--- src/rtl/ysyx_040729_trap_pkg.sv ---
// Shared definitions for the machine-mode trap controller: cause codes,
// FSM encoding, mtvec modes and a priority helper.
package ysyx_040729_trap_pkg;

   typedef enum logic [1:0] {
      ST_IDLE  = 2'd0,
      ST_FLUSH = 2'd1,
      ST_CSRW  = 2'd2,
      ST_REDIR = 2'd3
   } trap_state_e;

   localparam logic [3:0] CAUSE_ILLEGAL = 4'd2;
   localparam logic [3:0] CAUSE_BREAK   = 4'd3;
   localparam logic [3:0] CAUSE_ECALL_M = 4'd11;
   localparam logic [3:0] CAUSE_MSI     = 4'd3;
   localparam logic [3:0] CAUSE_MTI     = 4'd7;
   localparam logic [3:0] CAUSE_MEI     = 4'd11;

   localparam logic [1:0] MTVEC_DIRECT   = 2'd0;
   localparam logic [1:0] MTVEC_VECTORED = 2'd1;

   // Index of the lowest set bit (bit 0 wins); 0 when nothing is set.
   function automatic logic [3:0] lowest_set(input logic [15:0] v);
      logic [3:0] idx;
      idx = 4'd0;
      for (int i = 15; i >= 0; i--)
         if (v[i]) idx = 4'(i);
      return idx;
   endfunction

endpackage

--- src/rtl/ysyx_040729_irq_sync.sv ---
// Multi-flop synchroniser for asynchronous level interrupt lines.
module ysyx_040729_irq_sync #(
   parameter int WIDTH  = 4,
   parameter int STAGES = 2
) (
   input  logic             clk,
   input  logic             rst,
   input  logic [WIDTH-1:0] d,
   output logic [WIDTH-1:0] q
);

   logic [STAGES-1:0][WIDTH-1:0] ff;

   always_ff @(posedge clk or posedge rst) begin
      if (rst) begin
         ff <= '0;
      end else begin
         ff[0] <= d;
         for (int i = 1; i < STAGES; i++)
            ff[i] <= ff[i-1];
      end
   end

   assign q = ff[STAGES-1];

endmodule

--- src/rtl/ysyx_040729_trap_ctrl.sv ---
// Machine-mode trap controller: prioritises interrupts against synchronous
// exceptions at commit and sequences flush -> CSR write -> fetch redirect.
module ysyx_040729_trap_ctrl
   import ysyx_040729_trap_pkg::*;
#(
   parameter int DATA_WIDTH  = 64,
   parameter int NUM_EXT     = 4,
   parameter int SYNC_STAGES = 2
) (
   input  logic                  clk,
   input  logic                  rst,
   input  logic [NUM_EXT-1:0]    ext_irq,
   input  logic                  tmr_irq,
   input  logic                  sw_irq,
   input  logic                  mstatus_mie,
   input  logic [2:0]            mie_bits,
   input  logic                  commit_valid,
   input  logic [DATA_WIDTH-1:0] commit_pc,
   input  logic                  ecall,
   input  logic                  ebreak,
   input  logic                  illegal,
   input  logic [31:0]           illegal_inst,
   input  logic                  mret,
   input  logic [DATA_WIDTH-1:0] mtvec,
   input  logic [DATA_WIDTH-1:0] mepc_in,
   output logic                  busy,
   output logic                  flush_req,
   input  logic                  flush_ack,
   output logic                  csr_we,
   output logic                  csr_is_mret,
   output logic [DATA_WIDTH-1:0] trap_mcause,
   output logic [DATA_WIDTH-1:0] trap_mepc,
   output logic [DATA_WIDTH-1:0] trap_mtval,
   output logic [3:0]            ext_id,
   output logic                  redirect_valid,
   output logic [DATA_WIDTH-1:0] redirect_pc,
   input  logic                  redirect_ready,
   output logic [2:0]            mip
);

   localparam logic [DATA_WIDTH-1:0] ALIGN_MASK = ~DATA_WIDTH'(3);

   trap_state_e           state_q, state_d;
   logic [DATA_WIDTH-1:0] cause_q, cause_d;
   logic [DATA_WIDTH-1:0] epc_q, epc_d;
   logic [DATA_WIDTH-1:0] tval_q, tval_d;
   logic [DATA_WIDTH-1:0] tgt_q, tgt_d;
   logic [3:0]            ext_id_q, ext_id_d;
   logic                  mret_q, mret_d;

   logic [NUM_EXT-1:0]    ext_sync;
   logic [2:0]            irq_en;
   logic [3:0]            code;
   logic [DATA_WIDTH-1:0] tvec_base;

   ysyx_040729_irq_sync #(
      .WIDTH (NUM_EXT),
      .STAGES(SYNC_STAGES)
   ) u_irq_sync (
      .clk(clk),
      .rst(rst),
      .d  (ext_irq),
      .q  (ext_sync)
   );

   // tmr/sw are already synchronous, so only MEIP carries the sync latency.
   assign mip       = {|ext_sync, tmr_irq, sw_irq};
   assign irq_en    = mip & mie_bits & {3{mstatus_mie}};
   assign tvec_base = mtvec & ALIGN_MASK;

   always_comb begin
      state_d  = state_q;
      cause_d  = cause_q;
      epc_d    = epc_q;
      tval_d   = tval_q;
      tgt_d    = tgt_q;
      ext_id_d = ext_id_q;
      mret_d   = mret_q;
      code     = CAUSE_MTI;
      if (irq_en[2])      code = CAUSE_MEI;
      else if (irq_en[0]) code = CAUSE_MSI;

      case (state_q)
         ST_IDLE: begin
            if (commit_valid) begin
               if (|irq_en) begin
                  state_d  = ST_FLUSH;
                  mret_d   = 1'b0;
                  cause_d  = {1'b1, {(DATA_WIDTH-5){1'b0}}, code};
                  epc_d    = commit_pc;
                  tval_d   = '0;
                  ext_id_d = irq_en[2] ? lowest_set(16'(ext_sync)) : 4'd0;
                  // Modes 2/3 fall back to direct.
                  tgt_d    = (mtvec[1:0] == MTVEC_VECTORED)
                           ? tvec_base + (DATA_WIDTH'(code) << 2) : tvec_base;
               end else if (illegal || ebreak || ecall) begin
                  state_d  = ST_FLUSH;
                  mret_d   = 1'b0;
                  epc_d    = commit_pc;
                  ext_id_d = 4'd0;
                  tgt_d    = tvec_base;
                  if (illegal) begin
                     cause_d = DATA_WIDTH'(CAUSE_ILLEGAL);
                     tval_d  = DATA_WIDTH'(illegal_inst);
                  end else if (ebreak) begin
                     cause_d = DATA_WIDTH'(CAUSE_BREAK);
                     tval_d  = commit_pc;
                  end else begin
                     cause_d = DATA_WIDTH'(CAUSE_ECALL_M);
                     tval_d  = '0;
                  end
               end else if (mret) begin
                  state_d  = ST_FLUSH;
                  mret_d   = 1'b1;
                  ext_id_d = 4'd0;
                  tgt_d    = mepc_in & ALIGN_MASK;
               end
            end
         end
         ST_FLUSH: if (flush_ack)      state_d = ST_CSRW;
         ST_CSRW:                      state_d = ST_REDIR;
         ST_REDIR: if (redirect_ready) state_d = ST_IDLE;
         default:                      state_d = ST_IDLE;
      endcase
   end

   always_ff @(posedge clk or posedge rst) begin
      if (rst) begin
         state_q  <= ST_IDLE;
         cause_q  <= '0;
         epc_q    <= '0;
         tval_q   <= '0;
         tgt_q    <= '0;
         ext_id_q <= '0;
         mret_q   <= 1'b0;
      end else begin
         state_q  <= state_d;
         cause_q  <= cause_d;
         epc_q    <= epc_d;
         tval_q   <= tval_d;
         tgt_q    <= tgt_d;
         ext_id_q <= ext_id_d;
         mret_q   <= mret_d;
      end
   end

   assign busy           = (state_q != ST_IDLE);
   assign flush_req      = (state_q == ST_FLUSH);
   assign csr_we         = (state_q == ST_CSRW);
   assign redirect_valid = (state_q == ST_REDIR);
   assign csr_is_mret    = mret_q;
   assign trap_mcause    = cause_q;
   assign trap_mepc      = epc_q;
   assign trap_mtval     = tval_q;
   assign ext_id         = ext_id_q;
   assign redirect_pc    = tgt_q;

endmodule

--- config.mk ---
export PLATFORM = sky130hd
export DESIGN_NAME = ysyx_040729_trap_ctrl
export DESIGN_NICKNAME = d
export VERILOG_FILES = /design/src/rtl/ysyx_040729_trap_pkg.sv /design/src/rtl/ysyx_040729_irq_sync.sv /design/src/rtl/ysyx_040729_trap_ctrl.sv
export SDC_FILE = /design/constraint.sdc
export NUM_CORES = 1
export LEC_CHECK = 0
export CAP_MARGIN = 20
export CORE_AREA = 2 2 198 200
export DETAILED_ROUTE_END_ITERATION = 8
export DIE_AREA = 0 0 200 202
export SLEW_MARGIN = 0
export SYNTH_ARGS = -nofsm -noshare
export SYNTH_HDL_FRONTEND = slang
export SYNTH_SLANG_ARGS = --single-unit
--- constraint.sdc ---
create_clock -name clk -period 12.6 [get_ports clk]
set_input_delay 3.78 -clock clk [delete_from_list [all_inputs] [get_ports clk]]
set_output_delay 3.78 -clock clk [all_outputs]
set_load 0.01 [all_outputs]
## Word level (Yosys, flattened, before mapping)

Index checks and enable logic that the tools add are counted.

- Output and inout bits: 268
- Bits in registers: 271
- Bits of input ports: 243
- Logic and storage cells: 65

- Bitwise gates (word level): 2
- Equal/unequal tests: 8
- Reduce and logical (&&, ||, !) cells: 11
- Multiplexer cells: 34
- Add/subtract/negate cells: 1

Operators by type and width:

| cell | number |
|---|---|
| $mux W64 | 12 |
| $add A64 B6 Y64 | 1 |
| $mux W4 | 10 |
| $mux W2 | 7 |
| $pmux W2 S4 | 1 |
| $and A3 B3 Y3 | 2 |
| $reduce_and A3 Y1 | 2 |
| $eq A2 B1 Y1 const B | 2 |
| $eq A2 B2 Y1 const B | 2 |
| $ne A2 B1 Y1 const B | 2 |
| $ne A4 B4 Y1 const B | 1 |
| $reduce_and A4 Y1 | 1 |
| $reduce_bool A2 Y1 | 2 |
| $reduce_or A4 Y1 | 1 |
| $mux W1 | 3 |
| $mux W3 | 1 |
| $reduce_bool A3 Y1 | 1 |
| $reduce_or A3 Y1 | 1 |
| $logic_not A2 Y1 | 1 |
| $logic_or A1 B1 Y1 | 2 |
| $ne A2 B2 Y1 const B | 1 |

## Depth between registers and ports, before layout

- Word-level depth: 8
- Gate-level depth with buffers: 12
- Depth with buffers taken out: 12

## By module

From an unflattened synthesis, not the netlist that was laid out.

- Cell total of the unflattened synthesis: 1177
- Area, all modules: 10724.0 um^2

Modules (own cells, without submodules):

| module | seq. area each (um^2) | cells an instance | area each (um^2) | times used |
|---|---|---|---|---|
| ysyx_040729_trap_ctrl | 5004.8 | 1164 | 10490.1 | 1 |
| ysyx_040729_irq_sync | 200.2 | 13 | 234.0 | 1 |

## Least setup slack after synthesis

No wires, ideal clock.

- Kind: in2out
- Start point: input sw_irq
- End point: output mip[0]
- Arrival time: 3.899 ns
- Slack: 4.921 ns
- Stages: 1
- Path buffers: 1
- Required time: 8.820 ns
- Path through: buf_4

RTL lines:

| what | RTL line | RTL |
|---|---|---|
| start: declaration | ysyx_040729_trap_ctrl.sv:14 | `input logic sw_irq,` |
| end: declaration | ysyx_040729_trap_ctrl.sv:38 | `output logic [2:0] mip` |

No word-level cell between the ends.

## Worst setup path in the final report

- Start point: input sw_irq
- End point: output mip[0]

No word-level cell between the ends.

==> flow_metrics.env <==
export IMPL_worst_r2r_endpoint="trap_mtval[22]$_DFFE_PP0P_"
export IMPL_min_period_ns=8.774
export IMPL_synth_edff_count=0
export IMPL_post_place_ws_ns=3.791
export IMPL_fin_total_pwr_uw=3284
export IMPL_p_sw_share_pct=34.25
export IMPL_gr_usage_met1_pct=26.95
export IMPL_htreeDepth=1
export IMPL_drv_slew=0
export IMPL_yosys_top_cells_count="277 x nand2_1, 208 x dfrtp_1, 65 x buf_4, 52 x a21oi_1, 50 x inv_1"
export IMPL_arrival_ns=4.99
export IMPL_netlist_instances=1160
export IMPL_crit_family="buffers and inverters"
export IMPL_synthDistinctLibCells=59
export IMPL_cts_root_buffer="clkbuf_16"
export IMPL_fp_row_count=72
export IMPL_wl_per_cell_um=20.10
export IMPL_vdd_drop_max_mv=0.1225
export IMPL_startpoint_type="input port"
export IMPL_grt_pass1_vias=9989
export IMPL_slew_headroom_pct=30.01
export IMPL_port_buffer_count=445
export IMPL_rsz0062_at_grt="false"
export IMPL_gp_congestion=0.8951
export IMPL_sequentialPowerShare_pct=33.4
export IMPL_clockPowerShare_pct=23.9
export IMPL_dieArea_um2=40400
export IMPL_p_comb_share_pct=42.7
export IMPL_setup_violations=0
export IMPL_clock_sinks=208
export IMPL_muxShareOfSynthArea_pct=2.101
export IMPL_worstPathCellList="clkdlybuf4s50_1 -> clkdlybuf4s50_1"
export IMPL_drcViolationCount=0
export IMPL_ctsResizeCount=0
export IMPL_core_area_um2=38290
export IMPL_cp_required_ns=8.82
export IMPL_hold_class="reg -> reg"
export IMPL_cts_buffers=26
export IMPL_grt_max_degree=144
export IMPL_synth_top_area_share_pct=49.10
export IMPL_grt_usage_pct=20.35
export IMPL_ff2ff_path_depth=8
export IMPL_drtAntennaViolNets=0
export IMPL_fmax_mhz=114.0
export IMPL_synthSimpleGateAreaFrac_pct=19.39
export IMPL_synth_warnings=0
export IMPL_synthArstFlopShare_pct=100.0
export IMPL_synth_flop_cell="dfrtp_1"
export IMPL_p_switching_uw=1125
export IMPL_worst_pin_slew_ns=1.047
export IMPL_crit_path_frequent_cell="clkdlybuf4s50_1"
export IMPL_via_per_inst=4.906
export IMPL_crit_path_top_delay_cell="clkdlybuf4s50_1"
export IMPL_p_per_area_nw_per_um2=202.3
export IMPL_cp_slowest_stage_delay_ns=0.61
export IMPL_cp_end_kind="primary output"
export IMPL_antenna_found_initial=4
export IMPL_gr_total_overflow=0
export IMPL_chipHeight_um=202
export IMPL_grt_busiest_layer="met2"
export IMPL_synth_most_common_cell="nand2_1"
export IMPL_cap_violations=0
export IMPL_dp_hpwl_mm=31.01
export IMPL_syn_avg_cell_area_um2=9.138
export IMPL_cts_clk_slew_worst_paths_ns=0.05
export IMPL_postCtsSetupRepairBufs=0
export IMPL_crit_buf_inv=2
export IMPL_placed_cell_area_um2=15300
export IMPL_drive_gt1_share_pct=4.451
export IMPL_vias=10386
export IMPL_cts_tree="done"
export IMPL_pin_count=511
export IMPL_path_class="in -> out"
export IMPL_fin_ws_ns=3.826
export IMPL_synth_area_um2=10600
export IMPL_synth_top_family_by_area="simple AND/OR/NAND/NOR gates"
export IMPL_finalWirelength_mm=42.56
export IMPL_area_delta_synth_final_pct=53.10
export IMPL_fin_crit_sh_pct=69.63
export IMPL_drtIter0Drc=791
export IMPL_endpoint="mip[0]"
export IMPL_crit_fanout=3
export IMPL_ff2ff_setup_slack_ns=8.29
export IMPL_hold_viol=0
export IMPL_cp_startpoint="sw_irq"
export IMPL_nets=1827
export IMPL_r2r_start="u_irq_sync.q[0]$_DFF_PP0_"
export IMPL_drt_pass1_iterations=8
export IMPL_synth_seq_area_share_pct=49.10
export IMPL_ys_top_cells_by_area="dfrtp_1 49%, nand2_1 9.8%, buf_4 4.6%, a222oi_1 3.0%, a22o_1 2.6%"
export IMPL_power_leakage_uw=0.007049
export IMPL_synth_fa_ha_area_share_pct=0.8263
export IMPL_die_w_um=200
export IMPL_hold_buffers=0
export IMPL_status="completed"
export IMPL_internal_power_uw=2159
export IMPL_worstSetupPathDepth=2
export IMPL_synth_compound_gate_area_share_pct=16.25
export IMPL_use_met2_pct=32.58
export IMPL_met3_usage_pct=4.222
export IMPL_start_util_pct=27.69
export IMPL_synth_seq_cells=208
export IMPL_setup_tns_ns=0
export IMPL_clock_latency_ns=0.55
export IMPL_yosys_area_top_type="dfrtp_1"
export IMPL_synth_xor_area_share_pct=3.057
export IMPL_finClkSkew_ns=0.02278
export IMPL_cts_buffer_depth=3
export IMPL_grt_pass1_wl_mm=62.57
export IMPL_fin_area_um2=16230
## registers in the layout, indices dropped and copies added (netlist names)
name and count:
state_q 2, csr_is_mret 1, trap_mcause 5, u_irq_sync.q 4, redirect_pc 62, u_irq_sync.ff 4, trap_mtval 64, ext_id 2
trap_mepc 64
## placed cells by master, fill, tap and decap left out, types with 7 or more instances in the layout
cell             count
nand4_1             18
xor2_1              12
and2_1               7
ha_1                 7
clkbuf_16           27
nor2_1              33
o31ai_1             11
a31oi_1             13
nor3_1              47
conb_1              63
o21ai_0             45
o221ai_1             8
mux2i_1             20
nand3_1             25
inv_1               49
a22o_1              32
nor4_1              13
clkdlybuf4s50_1    445
xnor2_1             25
a21oi_1             52
and3_1              13
a311oi_1             7
nand2_1            276
a222oi_1            32
dfrtp_1            208
and4_1               7
buf_4               15
## final cells by class
cell class | instances | area, µm²
fillers | 3793 | 22060
flip-flops and latches | 208 | 5205
multi-input cells | 829 | 4687
repair buffers | 462 | 4599
clock buffers | 38 | 767.0
well taps | 518 | 648.1
inverters | 50 | 195.2
clock inverters | 8 | 117.6
diodes | 4 | 10.01
## cell families (layout without fill, tap and decap cells)
kind of cell    count (synthesis)  count (layout)
fa+ha+maj                       7               7
buf+inv                       185             558
compound gates                241             241
other cells                     1              67
flops                         208             208
mux                            22              22
xor+xnor                       37              37
simple gates                  459             459
## through the flow
| step | hold WS (ns) | utilization (%) | cells |
|---|---|---|---|
| 2_1_floorplan | 0.3312 | - | 1222 |
| 3_3_place_gp | 0.3335 | 39.97 | 2065 |
| 5_1_grt | 0.3504 | 42.39 | 2117 |
| 6_report | 0.3505 | 42.39 | 2117 |
| 4_1_cts | 0.3495 | 42.28 | 2111 |
| 3_5_place_dp | 0.3371 | 39.97 | 2065 |
## power by group through the flow
stage / clock network, µW / logic (µW) / registers [µW]
2_1_floorplan: 0 / 461 / 1220
3_3_place_gp: 0 / 1400 / 1100
3_5_place_dp: 0 / 1410 / 1100
4_1_cts: 808 / 1420 / 1100
5_1_grt: 834 / 1510 / 1130
6_report: 784 / 1400 / 1100
## layer usage
layer	share of wire, %	vias up
li1	-	4810
met1	42	5079
met2	47	422
met3	6.9	75
met4	3.9	0
met5	0	-
## worst min-delay path by stage
stage | startpoint | end | depth (start not counted)
floorplan | u_irq_sync.ff[0]$_DFF_PP0_ | u_irq_sync.q[0]$_DFF_PP0_ | 0
global placement | u_irq_sync.ff[1]$_DFF_PP0_ | u_irq_sync.q[1]$_DFF_PP0_ | 0
detailed placement | u_irq_sync.ff[3]$_DFF_PP0_ | u_irq_sync.q[3]$_DFF_PP0_ | 0
CTS | u_irq_sync.ff[3]$_DFF_PP0_ | u_irq_sync.q[3]$_DFF_PP0_ | 0
global route | u_irq_sync.ff[3]$_DFF_PP0_ | u_irq_sync.q[3]$_DFF_PP0_ | 0
finish | u_irq_sync.ff[3]$_DFF_PP0_ | u_irq_sync.q[3]$_DFF_PP0_ | 0
Note: power is estimated with default switching activity, not from simulation.
